$ cat config.mk
export PLATFORM = sky130hd
export DESIGN_NAME = switch_debounce
export DESIGN_NICKNAME = d
export VERILOG_FILES = /design/src/rtl/switch_pkg.sv /design/src/rtl/switch_debounce_lane.sv /design/src/rtl/switch_debounce.sv
export SDC_FILE = /design/constraint.sdc
export NUM_CORES = 1
export LEC_CHECK = 0
export CORE_MARGIN = 2
export CORE_UTILIZATION = 60
export CTS_BUF_LIST = sky130_fd_sc_hd__clkbuf_4
export DETAILED_ROUTE_END_ITERATION = 7
export PLACE_DENSITY = 0.84
export RECOVER_POWER = 25
export SYNTH_ARGS = -nofsm -noshare
export SYNTH_HDL_FRONTEND = slang
export SYNTH_SLANG_ARGS = --single-unit
$ cat constraint.sdc
create_clock -name clk -period 17.39 [get_ports clk]
set_input_delay 2.6085 -clock clk [delete_from_list [all_inputs] [get_ports clk]]
set_output_delay 2.6085 -clock clk [all_outputs]
set_load 0.02 [all_outputs]
$ cat src/rtl/switch_pkg.sv
//==============================================================================
// Module      : switch_pkg
// Description : Shared constants and types for the DIP-switch debounce block.
//               The top module header describes the SWITCH_DEBOUNCE_IRQ_EN build option.
// Revision    : 1.0 - initial release
//==============================================================================
`timescale 1ns/1ps
`default_nettype none

package switch_pkg;

   localparam int          SW_BANKS         = 8;
   localparam int          SW_BANK_W        = 8;
   localparam int          DEBOUNCE_DEFAULT = 250000;
   // All switches off; the pins are active-low.
   localparam logic [7:0]  SW_IDLE          = 8'hFF;

   typedef logic [SW_BANK_W-1:0] bank_t;

endpackage : switch_pkg

`default_nettype wire

$ cat src/rtl/switch_debounce_lane.sv
//==============================================================================
// Module      : switch_debounce_lane
// Description : One 8-bit switch bank. It has a 3-stage sync/history chain, a
//               debounce counter, a committed-value register and a commit pulse.
// Revision    : 1.0 - initial release
//==============================================================================
`timescale 1ns/1ps
`default_nettype none

module switch_debounce_lane
   import switch_pkg::*;
#(
   parameter int DEBOUNCE_CYCLES = DEBOUNCE_DEFAULT
) (
   input  logic  clk,
   input  logic  reset,
   input  bank_t raw,
   output bank_t stable,
   output logic  commit
);

   // Counter width is derived only; DEBOUNCE_CYCLES-1 always fits.
   localparam int               CNT_W   = $clog2(DEBOUNCE_CYCLES);
   localparam logic [CNT_W-1:0] CNT_MAX = CNT_W'(DEBOUNCE_CYCLES - 1);

   bank_t            s1;
   bank_t            s2;
   bank_t            s3;
   logic [CNT_W-1:0] cnt;
   logic             moving;
   logic             pending;
   logic             at_max;

   // s1/s2 form the synchroniser. s3 holds the previous synchronised sample,
   // so a change between s2 and s3 means the input is still moving.
   assign moving  = (s2 != s3);
   assign pending = (s2 != stable);
   assign at_max  = (cnt == CNT_MAX);
   assign commit  = !moving && pending && at_max;

   // Synchroniser and one-sample history; reset to the all-off pattern.
   always_ff @(posedge clk or posedge reset) begin
      if (reset) begin
         s1 <= SW_IDLE;
         s2 <= SW_IDLE;
         s3 <= SW_IDLE;
      end else begin
         s1 <= raw;
         s2 <= s1;
         s3 <= s2;
      end
   end

   // The debounce counter runs while a differing value holds steady, and the
   // value is committed once the counter reaches the end of the window.
   always_ff @(posedge clk or posedge reset) begin
      if (reset) begin
         cnt    <= '0;
         stable <= SW_IDLE;
      end else if (moving || !pending) begin
         cnt    <= '0;
      end else if (at_max) begin
         stable <= s2;
         cnt    <= '0;
      end else begin
         cnt    <= cnt + CNT_W'(1);
      end
   end

endmodule : switch_debounce_lane

`default_nettype wire

$ cat src/rtl/switch_debounce.sv
//==============================================================================
// Module      : switch_debounce
// Description : Debounces 8 banks of raw active-low DIP switches. The output
//               polarity is the same as the input polarity. An optional level
//               interrupt is raised when any bank commits a new value.
//               Build option: SWITCH_DEBOUNCE_IRQ_EN enables sw_irq and
//               sw_irq_ack. When the macro is not defined, sw_irq is held at 0.
// Revision    : 1.0 - initial release
//==============================================================================
`timescale 1ns/1ps
`default_nettype none

module switch_debounce
   import switch_pkg::*;
#(
   parameter int DEBOUNCE_CYCLES = DEBOUNCE_DEFAULT
) (
   input  logic       clk,
   input  logic       reset,
   input  logic [7:0] dip_raw0,
   input  logic [7:0] dip_raw1,
   input  logic [7:0] dip_raw2,
   input  logic [7:0] dip_raw3,
   input  logic [7:0] dip_raw4,
   input  logic [7:0] dip_raw5,
   input  logic [7:0] dip_raw6,
   input  logic [7:0] dip_raw7,
   output logic [7:0] dip_switch0,
   output logic [7:0] dip_switch1,
   output logic [7:0] dip_switch2,
   output logic [7:0] dip_switch3,
   output logic [7:0] dip_switch4,
   output logic [7:0] dip_switch5,
   output logic [7:0] dip_switch6,
   output logic [7:0] dip_switch7,
   output logic       sw_irq,
   input  logic       sw_irq_ack
);

   bank_t               raw_bank    [SW_BANKS];
   bank_t               stable_bank [SW_BANKS];
   logic [SW_BANKS-1:0] commit_bank;
   logic                any_commit;

   assign raw_bank[0] = dip_raw0;
   assign raw_bank[1] = dip_raw1;
   assign raw_bank[2] = dip_raw2;
   assign raw_bank[3] = dip_raw3;
   assign raw_bank[4] = dip_raw4;
   assign raw_bank[5] = dip_raw5;
   assign raw_bank[6] = dip_raw6;
   assign raw_bank[7] = dip_raw7;

   assign dip_switch0 = stable_bank[0];
   assign dip_switch1 = stable_bank[1];
   assign dip_switch2 = stable_bank[2];
   assign dip_switch3 = stable_bank[3];
   assign dip_switch4 = stable_bank[4];
   assign dip_switch5 = stable_bank[5];
   assign dip_switch6 = stable_bank[6];
   assign dip_switch7 = stable_bank[7];

   genvar gi;
   generate
      for (gi = 0; gi < SW_BANKS; gi++) begin : g_lane
         switch_debounce_lane #(
            .DEBOUNCE_CYCLES (DEBOUNCE_CYCLES)
         ) u_lane (
            .clk    (clk),
            .reset  (reset),
            .raw    (raw_bank[gi]),
            .stable (stable_bank[gi]),
            .commit (commit_bank[gi])
         );
      end
   endgenerate

   // Several banks can commit on the same edge. This is a single event for the interrupt.
   assign any_commit = |commit_bank;

`ifdef SWITCH_DEBOUNCE_IRQ_EN
   logic irq_flag;

   // Level interrupt. A commit sets it and an ack clears it. If both happen on
   // the same edge, the set has priority so that the new commit is not lost.
   always_ff @(posedge clk or posedge reset) begin
      if (reset) begin
         irq_flag <= 1'b0;
      end else if (any_commit) begin
         irq_flag <= 1'b1;
      end else if (sw_irq_ack) begin
         irq_flag <= 1'b0;
      end
   end

   assign sw_irq = irq_flag;
`else
   // The interrupt is disabled. The ports stay so the parent does not change.
   logic unused_irq_inputs;
   assign unused_irq_inputs = sw_irq_ack ^ any_commit;
   assign sw_irq            = 1'b0;
`endif

endmodule : switch_debounce

`default_nettype wire

Word level (Yosys, flattened, before mapping)
Index checks and enable logic that the tools add are counted.
- bits in registers: 400
- latch bits: 0
- bits in writable memories: 0
- ROM bits: 0
- input bits: 67
- output and inout port bits: 65
- word-level logic and storage cells: 120
- memories: 0
- add/subtract/negate cells: 8
- multiply operators: 0
- div/mod/pow operators: 0
- magnitude comparators: 0
- equal/unequal tests: 24
- shift-type cells: 0
- mux-type cells: 16
- bitwise gates (word level): 8
- reductions and logical operators: 24
- operator list (operator ; number):
    $mux 18 ; 16
    $add 18x1->18 const B ; 8
    $eq 18x18->1 const B ; 8
    $ne 8x8->1 ; 16
    $reduce_and 2->1 ; 8
    $logic_not 1->1 ; 8
    $logic_or 1x1->1 ; 8
    $not 1->1 ; 8

Logic depth before layout (Yosys ltp)
Gate-level depths: netlist (run 1).
- depth after elaboration: 5
- gate-level depth with buffers: 7
- depth with buffers taken out: 6

By module
Synthesis (run 1) repeated with hierarchy kept, for this count alone.
- cell total of the unflattened synthesis: 1239
- area total of the unflattened synthesis: 16316.9 sq um
- by module, submodules not included (module ; instances ; cells each ; area each (sq um) ; sequential area each (sq um)):
    switch_debounce_lane (g_lane[0].u_lane ...) ; 7 ; 154 ; 2042.0 ; 1291.2
    switch_debounce_lane (g_lane[2].u_lane) ; 1 ; 159 ; 2011.9 ; 1291.2
    switch_debounce ; 1 ; 2 ; 11.3 ; 0.0

Worst setup path after synthesis (run 1)
Ideal clock, no wire load.
- path kind: register to output
- start: register g_lane[7].u_lane.stable[0]
- end: output dip_switch7[0]
- arrival time: 578 ps
- required time: 14781 ps
- setup slack: 14204 ps
- stages on the path, launching flop included: 1
- path buffers: 0
- cells stage by stage: dfstp_2
- RTL lines (element ; line ; RTL):
    start: declaration ; switch_debounce_lane.sv:18 ; output bank_t stable,
    start signal: assignment ; switch_debounce_lane.sv:59 ; stable <= SW_IDLE;
    start signal: assignment ; switch_debounce_lane.sv:63 ; stable <= s2;
    end: declaration ; switch_debounce.sv:35 ; output logic [7:0] dip_switch7,
No word-level cell between the ends.

Worst setup path after layout (run 1)
- start: register g_lane[5].u_lane.stable[2]
- end: output dip_switch5[2]
- RTL lines (element ; line ; RTL):
    start: declaration ; switch_debounce_lane.sv:18 ;
    start signal: assignment ; switch_debounce_lane.sv:59 ;
    start signal: assignment ; switch_debounce_lane.sv:63 ;
    end: declaration ; switch_debounce.sv:33 ; output logic [7:0] dip_switch5,
No word-level cell between the ends.

==> results of run 1 <==
-- cell usage after synthesis, types with 8 or more instances --
master    count
nand3_1      48
nor2_1      177
nor3_1       17
xor2_1      104
mux2_2       56
ha_1          8
a211oi_1      8
dfrtp_1     144
dfstp_2     256
buf_2        12
and4_1       14
nand4_1      34
inv_1        20
mux2_4        8
nor4_1       32
and3_1       20
nand2_1      56
nor4b_1      13
xnor2_1     152
-- where the power goes --
part / switching (mW) / total (mW) / internal, mW
clock: 0.357 / 0.768 / 0.410
sequential: 0.0168 / 0.986 / 0.969
combinational: 0.0280 / 0.0551 / 0.0271
total: 0.402 / 1.81 / 1.41
-- through the flow --
stage / instances / hold WS, ns / utilization, % / instance area [sq um]
final: 1845 / 0.338 / 72.2 / 18800
after global routing: 1845 / 0.342 / 72.2 / 18800
after CTS: 1842 / 0.336 / 72.3 / 18800
after detailed placement: 1663 / 0.347 / 67.4 / 17500
after global placement: 1663 / 0.346 / 67.4 / 17500
after floorplan: 1211 / 0.345 / - / 15900
-- worst paths after layout --
check	from	to	slack [ns]	depth (start not counted)
max	g_lane[5].u_lane.stable[2]	dip_switch5[2]	12.85	1
min	g_lane[0].u_lane.s1[1]	g_lane[0].u_lane.s2[1]	0.34	0
max reg2reg	g_lane[6].u_lane.cnt[9]	g_lane[6].u_lane.cnt[7]	14.92	5
min reg2reg	g_lane[0].u_lane.s1[1]	g_lane[0].u_lane.s2[1]	0.34	0
max in group asynchronous	reset	g_lane[0].u_lane.cnt[1]	13.18	3
min in group asynchronous	reset	g_lane[6].u_lane.cnt[17]	2.50	2
-- cell families (layout without fill, tap and decap cells) --
group           after synthesis  after routing  share of synthesized area [%]
compound gates                9              9                          0.481
simple gates                437            437                           13.8
fa+ha+maj                     8              8                          0.631
flops                       400            400                           65.1
xor+xnor                    256            256                           14.1
mux                          64             64                           4.73
other cells                   1              4                         0.0236
buf+inv                      36            332                           1.11
-- registers in the layout (all words and copies together) (netlist names) --
name / count
g_lane.u_lane.cnt: 144
g_lane.u_lane.s1: 64
g_lane.u_lane.s2: 64
g_lane.u_lane.s3: 64
g_lane.u_lane.stable: 64
-- layer usage --
metal	wire length [um]	global-route usage [%]	share of wire (%)	up-vias
met1	11700	25.6	44	4732
met4	644	8.25	2.4	0
met5	0	0	0	-
met2	12800	31.6	48	197
li1	-	-	-	4545
met3	1370	5.70	5.2	48
-- cell usage in the layout, fill, tap and decap left out, types with 5 or more instances in the layout --
cell type	netlist	layout
inv_1	20	19
xor2_1	104	104
xnor2_1	152	152
nor2_1	177	177
nor4_1	32	32
a211oi_1	8	8
clkdlybuf4s50_1	0	129
and4_1	14	14
ha_1	8	8
dfstp_1	0	66
dfrtp_1	144	144
clkinv_1	0	26
nand2_1	56	57
clkbuf_4	0	144
nor4b_1	13	13
nor3_1	17	17
clkinv_2	0	5
mux2_1	0	7
nand3_1	48	48
mux2_2	56	56
nand4_1	34	34
nand2b_1	7	7
dfstp_2	256	190
and3_1	20	20
-- worst register-to-register path, cell delays in order (launching register included) --
cell	delay, ns
dfrtp_1	0.43
nor4b_1	0.30
nand2_1	0.13
o41ai_1	0.84
clkbuf_1	0.51
nor2_1	0.11
-- layout make-up --
class	count	area [sq um]	share of cell area (%)
Inverter	20	82.6	0.440
Antenna cell	3	7.51	0.0400
Timing Repair Buffer	133	1320	7.03
Multi-Input combinational cell	775	5320	28.4
Clock inverter	35	194	1.03
Clock buffer	144	1080	5.77
Sequential cell	400	10300	55.1
Tap cell	335	419	2.24
==> reports/results.tsv, run 1 <==
metric	value	unit
Worst Path Buf+Inv	1	
routability cong.	0.788	
FILL cells	1726	
CP max FO	3	
worst-margin pin slew	1.11	ns
first-pass GRT wire length	45700	um
Peak VDD IR	0.0712	mV
pwr dens	96.5	nW/um^2
Pwr Total	1.81	mW
Starting Density	61.1	%
Layout area overhead	18.2	%
Ys Warns	0	
slowest CP cell	clkdlybuf4s50_1	
Place WS	12.35	ns
via count	9522	
final WL	26500	um
layout cells sized above 1	27.1	%
sequential share of the synthesized area	65.1	%
vias in the first global route	9957	
DR pass1 iterations	5	
Residual DRC	0	
First DRT Iteration DRCs	500	
critical path endpoint category	output pin	
Global Route Usage Sum	19.8	%
Yosys top cell area share	42.4	%
final count of negative-setup-slack endpoints	0	
Clock Tree Buf Depth	3	
Via density	5.16	
initial antenna violation count	1	
Final min period	4.54	ns
# IOs	132	
cell area after synthesis	15900	sq um
# resized after CTS	0	
Post-synth ARST share	100	%
CTS buffer count	98	
top cell type by total area after synthesis	dfstp_2	
static leakage	7.45	nW
Avg Cell Area, Syn	13.1	sq um
Final Hold Vio Count	0	
skew final	0.0304	ns
pin count of the biggest net entering global routing	143	
Max stage delay on crit path	0.68	ns
Port-buffer cells	129	
RSZ-0062 raised after global routing	no	
Syn Inst Count	1211	
CP Cell Sequence	clkdlybuf4s50_1	
Unique masters post-synth	38	
Top delay family on crit path	buffers and inverters	
count of pins over their slew limit	0	
WP data required	14.78	ns
CTS Hold Bufs	0	
Syn Nets	1286	
Final Worst Setup Slack	12.85	ns
CTS tree	built	
fmax	220	MHz
Die Ht	167	um
depth of the CTS H-tree	3	
Sink Count	400	
Crit Path Category	flip-flop to output pin	
critical path arrival	1.93	ns
count of max-cap constraint violations	0	
Post-DRT Antenna Nets	0	
Root Driver	clkbuf_4	
Chip Width	167	um
Placeable Area	26000	sq um
Layout Nets	1503	
Primary FF master, synth	dfstp_2	
Hold Path Class	flip-flop to flip-flop	
clock latency on the worst-skew pair	0.71	ns
std cell rows	59	
Area contributors post-synth	dfstp_2 42%, dfrtp_1 23%, xnor2_1 8.4%	
Sum Neg Setup Slack	0	ns
setup bufs post-CTS	0	
grt ovf	0	
DP Wirelength	17100	um
max_slew headroom	26.3	%
Post-synth EDFFs	0	
die area	27800	sq um
final period utilization	26.1	%
routed len/inst	14.4	um
Critical Path Source Type	flip-flop	
Yosys reg bits	400	
Worst-path clk slew	0.06	ns
status	finished clean	
Power figures use the tool's default switching activity.
==> run 2, diff against run 1 <==
Settings changed: CORE_UTILIZATION 60 to 54, PLACE_DENSITY 0.84 to 0.8.
Clock period 17.39 ns to 3.8 ns, I/O delays scaled along.
==> reports/results.tsv, run 2 (same netlist as run 1, synthesis figures left out) <==
metric	value	unit
status	finished clean	
Chip Width	175	um
Place WS	1.67	ns
via count	9508	
routability cong.	0.832	
# resized after CTS	0	
Critical Path Start	g_lane[7].u_lane.stable[6]	
Sum Neg Setup Slack	0	ns
clock latency on the worst-skew pair	0.72	ns
layout cells sized above 1	27.8	%
Starting Density	55.1	%
Top delay family on crit path	buffers and inverters	
# IOs	132	
grt ovf	0	
CTS tree	built	
most frequent cells in the layout	184 x dfstp_2, 177 x nor2_1, 152 x xnor2_1	
Residual DRC	0	
RSZ-0062 raised after global routing	no	
Final Hold Vio Count	0	
Biggest register	g_lane.u_lane.cnt	
reg2reg start	g_lane[7].u_lane.s2[3]	
Post-DRT Antenna Nets	0	
skew final	0.0565	ns
routed len/inst	14.2	um
DR pass1 iterations	6	
pwr dens	438	nW/um^2
Worst Path Buf+Inv	1	
FILL cells	2119	
std cell rows	62	
worst-margin pin slew	0.827	ns
CP Cell Sequence	clkdlybuf4s50_1	
Layout Nets	1509	
Root Driver	clkbuf_4	
max reg flops	144	
Port-buffer cells	129	
setup bufs post-CTS	0	
Layout area overhead	19.1	%
static leakage	7.53	nW
register area	10300	sq um
depth of the CTS H-tree	3	
First DRT Iteration DRCs	513	
Sink Count	400	
Hold Path Class	flip-flop to flip-flop	
CP max FO	3	
critical path endpoint category	output pin	
count of max-cap constraint violations	0	
die area	30800	sq um
critical path arrival	1.93	ns
Crit Path Category	flip-flop to output pin	
final count of negative-setup-slack endpoints	0	
Peak VDD IR	0.280	mV
Clock Tree Buf Depth	3	
CTS buffer count	100	
DP Area	17600	sq um
initial antenna violation count	1	
DP Wirelength	17700	um
vias in the first global route	10000	
slowest CP cell	clkdlybuf4s50_1	
area of the multi-input gates	5360	sq um
count of pins over their slew limit	0	
Worst-path clk slew	0.07	ns
CTS Hold Bufs	0	
fmax	399	MHz
final WL	27000	um
Final Cell Area	18900	sq um
Max stage delay on crit path	0.66	ns
Global Route Usage Sum	18.3	%
Via density	5.02	
Die Ht	175	um
final period utilization	65.9	%
Critical Path Source Type	flip-flop	
first-pass GRT wire length	46600	um
WP data required	3.23	ns
max_slew headroom	44.6	%
pin count of the biggest net entering global routing	136	
Final min period	2.50	ns
Final Worst Setup Slack	1.30	ns
Placeable Area	28800	sq um
Hold Startpoint	g_lane[3].u_lane.s1[2]	
most common cell after layout, fill and taps aside	dfstp_2	
-- run 2: cell types whose count changed in the layout (fill, tap and decap cells not counted), moves of 2 or more --
cell | before | now
clkinv_4 | 0 | 2
dfstp_1 | 66 | 72
clkinv_2 | 5 | 3
clkdlybuf4s50_1 | 129 | 64
diode_2 | 3 | 1
dfstp_2 | 190 | 184
mux2_4 | 1 | 8
clkbuf_4 | 144 | 149
inv_6 | 0 | 2
dlygate4sd3_1 | 0 | 65
clkinv_1 | 26 | 19
buf_12 | 0 | 3
mux2_1 | 7 | 0
-- run 2: path summary, 6_finish.rpt --
path	endpoint	slack (ns)	depth (start not counted)
setup / recovery	dip_switch7[6]	1.30	1
hold / removal	g_lane[3].u_lane.s2[2]	0.35	0
setup reg to reg	g_lane[7].u_lane.cnt[6]	1.65	5
hold reg to reg	g_lane[3].u_lane.s2[2]	0.35	0
max in group asynchronous	g_lane[7].u_lane.cnt[16]	2.25	3
min in group asynchronous	g_lane[5].u_lane.cnt[16]	0.46	2
-- run 2: area by class of cell --
class,count,share of cell area [%]
repair buffers,137,7.31
well taps,384,2.54
diodes,1,0.0132
clock buffers,149,5.92
flip-flops and latches,400,54.6
inverters,20,0.404
multi-input cells,775,28.4
clock inverters,28,0.821
-- run 2: metal layers --
metal	wire (um)	vias up	share of wire, %	global-route usage (%)
met4	555	0	2.1	7.40
met3	1300	51	4.8	4.35
met1	12000	4672	44	23.9
met2	13100	221	49	29.8
met5	0	-	0	0
li1	-	4564	-	-
-- run 2: per-stage QoR --
| step | hold WS [ns] | utilization [%] | power, mW | cells |
|---|---|---|---|---|
| after global placement | 0.346 | 61.3 | 4.86 | 1716 |
| after detailed placement | 0.347 | 61.3 | 4.87 | 1716 |
| final | 0.351 | 65.7 | 8.27 | 1894 |
| after global routing | 0.303 | 65.7 | 8.71 | 1894 |
| after floorplan | 0.345 | - | 4.73 | 1211 |
| after CTS | 0.168 | 65.7 | 8.46 | 1893 |
-- run 2: power breakdown --
group          internal (mW)  switching [mW]  leakage, nW
logic                  0.117           0.128         2.11
registers               4.44          0.0787         4.65
clock network           1.86            1.65        0.763
==> run 3, diff against run 2 <==
Clock period 3.8 ns to 2.2 ns, I/O delays scaled along.
==> reports/results.tsv, run 3 (same netlist as run 1, synthesis figures left out) <==
metric	value	unit
# IOs	132	
Die Ht	175	um
skew final	0.0324	ns
Max stage delay on crit path	0.61	ns
most common cell after layout, fill and taps aside	dfstp_2	
status	finished clean	
die area	30800	sq um
Final min period	2.06	ns
CTS buffer count	102	
hold worst-path end	g_lane[1].u_lane.s1[4]	
Final Hold Vio Count	0	
reg2reg path depth	5	
count of max-cap constraint violations	0	
CP Cell Sequence	xor2_1, nor4_1, a211oi_1, nand2_1, mux2_2	
max_slew headroom	63.5	%
post-route insts no fill	1975	
DP Wirelength	18200	um
Worst-path clk slew	0.06	ns
reg2reg end	g_lane[4].u_lane.stable[2]	
initial antenna violation count	1	
slowest CP cell	dfstp_1	
first-pass GRT wire length	49200	um
Finished Core Util	68.5	%
Peak VDD IR	0.518	mV
Hold Path Depth	1	
Critical Path Source Type	flip-flop	
critical path endpoint category	flip-flop	
FF-to-FF setup slack	0.14	ns
grt ovf	0	
Via density	5.01	
routed len/inst	14.4	um
Global Route Usage Sum	19.4	%
Starting Density	55.1	%
Hold Path Class	input pin to flip-flop	
Layout area overhead	24.2	%
RSZ-0062 raised after global routing	no	
CTS tree	built	
Root Driver	clkbuf_4	
routability cong.	0.826	
vias in the first global route	10500	
critical path arrival	2.69	ns
max reg flops	144	
Port-buffer cells	129	
reg2reg start	g_lane[4].u_lane.s2[6]	
final WL	28400	um
Hold Startpoint	dip_raw1[4]	
via count	9894	
layout cells sized above 1	28.3	%
std cell rows	62	
fmax	486	MHz
WP data required	2.83	ns
Post-DRT Antenna Nets	0	
final period utilization	93.6	%
Biggest register	g_lane.u_lane.cnt	
clock latency on the worst-skew pair	0.72	ns
Cells after DPL	1729	
Residual DRC	0	
pin count of the biggest net entering global routing	69	
depth of the CTS H-tree	3	
Layout Nets	1586	
worst-margin pin slew	0.545	ns
Critical Path Start	g_lane[4].u_lane.s2[6]	
Crit Path Category	flip-flop to flip-flop	
most frequent cells in the layout	184 x dfstp_2, 177 x nor2_1, 164 x clkbuf_4	
Chip Width	175	um
static leakage	8.25	nW
Sink Count	400	
Placeable Area	28800	sq um
CP max FO	8	
setup bufs post-CTS	0	
Clock Tree Buf Depth	3	
count of pins over their slew limit	0	
pwr dens	755	nW/um^2
final count of negative-setup-slack endpoints	0	
DR pass1 iterations	4	
First DRT Iteration DRCs	617	
## run 3: cell type report
type                       count  area [sq um]
clock inverter                18           151
inverter                      20          76.3
tap                          384           480
fill                        2036          9070
clock buffer                 164          1230
multi-input combinational    775          5360
antenna                        2          5.00
timing repair buffer         212          2080
sequential                   400         10300
## run 3: repair_timing
item	CTS	global route
hold endpoints to repair	70	0
endpoints found under the setup margin	64	0
hold buffers	62	0
gates resized for setup	64	0
## run 3: worst max path at each step
stage / endpoint / cells past startpoint
final: g_lane[4].u_lane.stable[2] / 5
after global routing: g_lane[1].u_lane.stable[5] / 5
after CTS: dip_switch7[6] / 1
after detailed placement: g_lane[1].u_lane.stable[2] / 5
after global placement: g_lane[4].u_lane.stable[2] / 5
after floorplan: g_lane[0].u_lane.cnt[0] / 1
## run 3: critical path, delay by kind of cell, from the launching register on
family / cells / cell delay (ns)
AOI/OAI and AO/OA: 1 / 0.16
DFF: 1 / 0.61
and+or+nand+nor: 2 / 0.70
xor gates and xnor gates: 1 / 0.10
muxes: 1 / 0.39
## run 3: stage by stage
stage               total power [mW]  setup WS [ns]  hold WS (ns)  instance area [sq um]  TNS [ns]
detailed placement              8.43          0.254         0.347                  17800         0
finish                          14.9          0.142         0.218                  19700         0
CTS                             15.2         0.0897      0.000118                  19700         0
global placement                8.41          0.275         0.346                  17800         0
floorplan                       8.17          -3.31         0.334                  15900   -959.11
global route                    15.6         0.0223         0.133                  19700         0
## run 3: report_power, final
| group | total, mW | switching, mW | internal (mW) | leakage (nW) |
|---|---|---|---|---|
| registers | 7.80 | 0.137 | 7.66 | 4.65 |
| logic | 0.532 | 0.242 | 0.290 | 2.77 |
| clock network | 6.55 | 2.85 | 3.70 | 0.829 |
| total | 14.9 | 3.23 | 11.7 | 8.25 |
## run 3: per-layer routing
layer	global-route usage (%)	wire length [um]
met2	31.7	14000
met1	24.9	12500
met3	4.63	1170
met5	0	0
met4	8.44	640
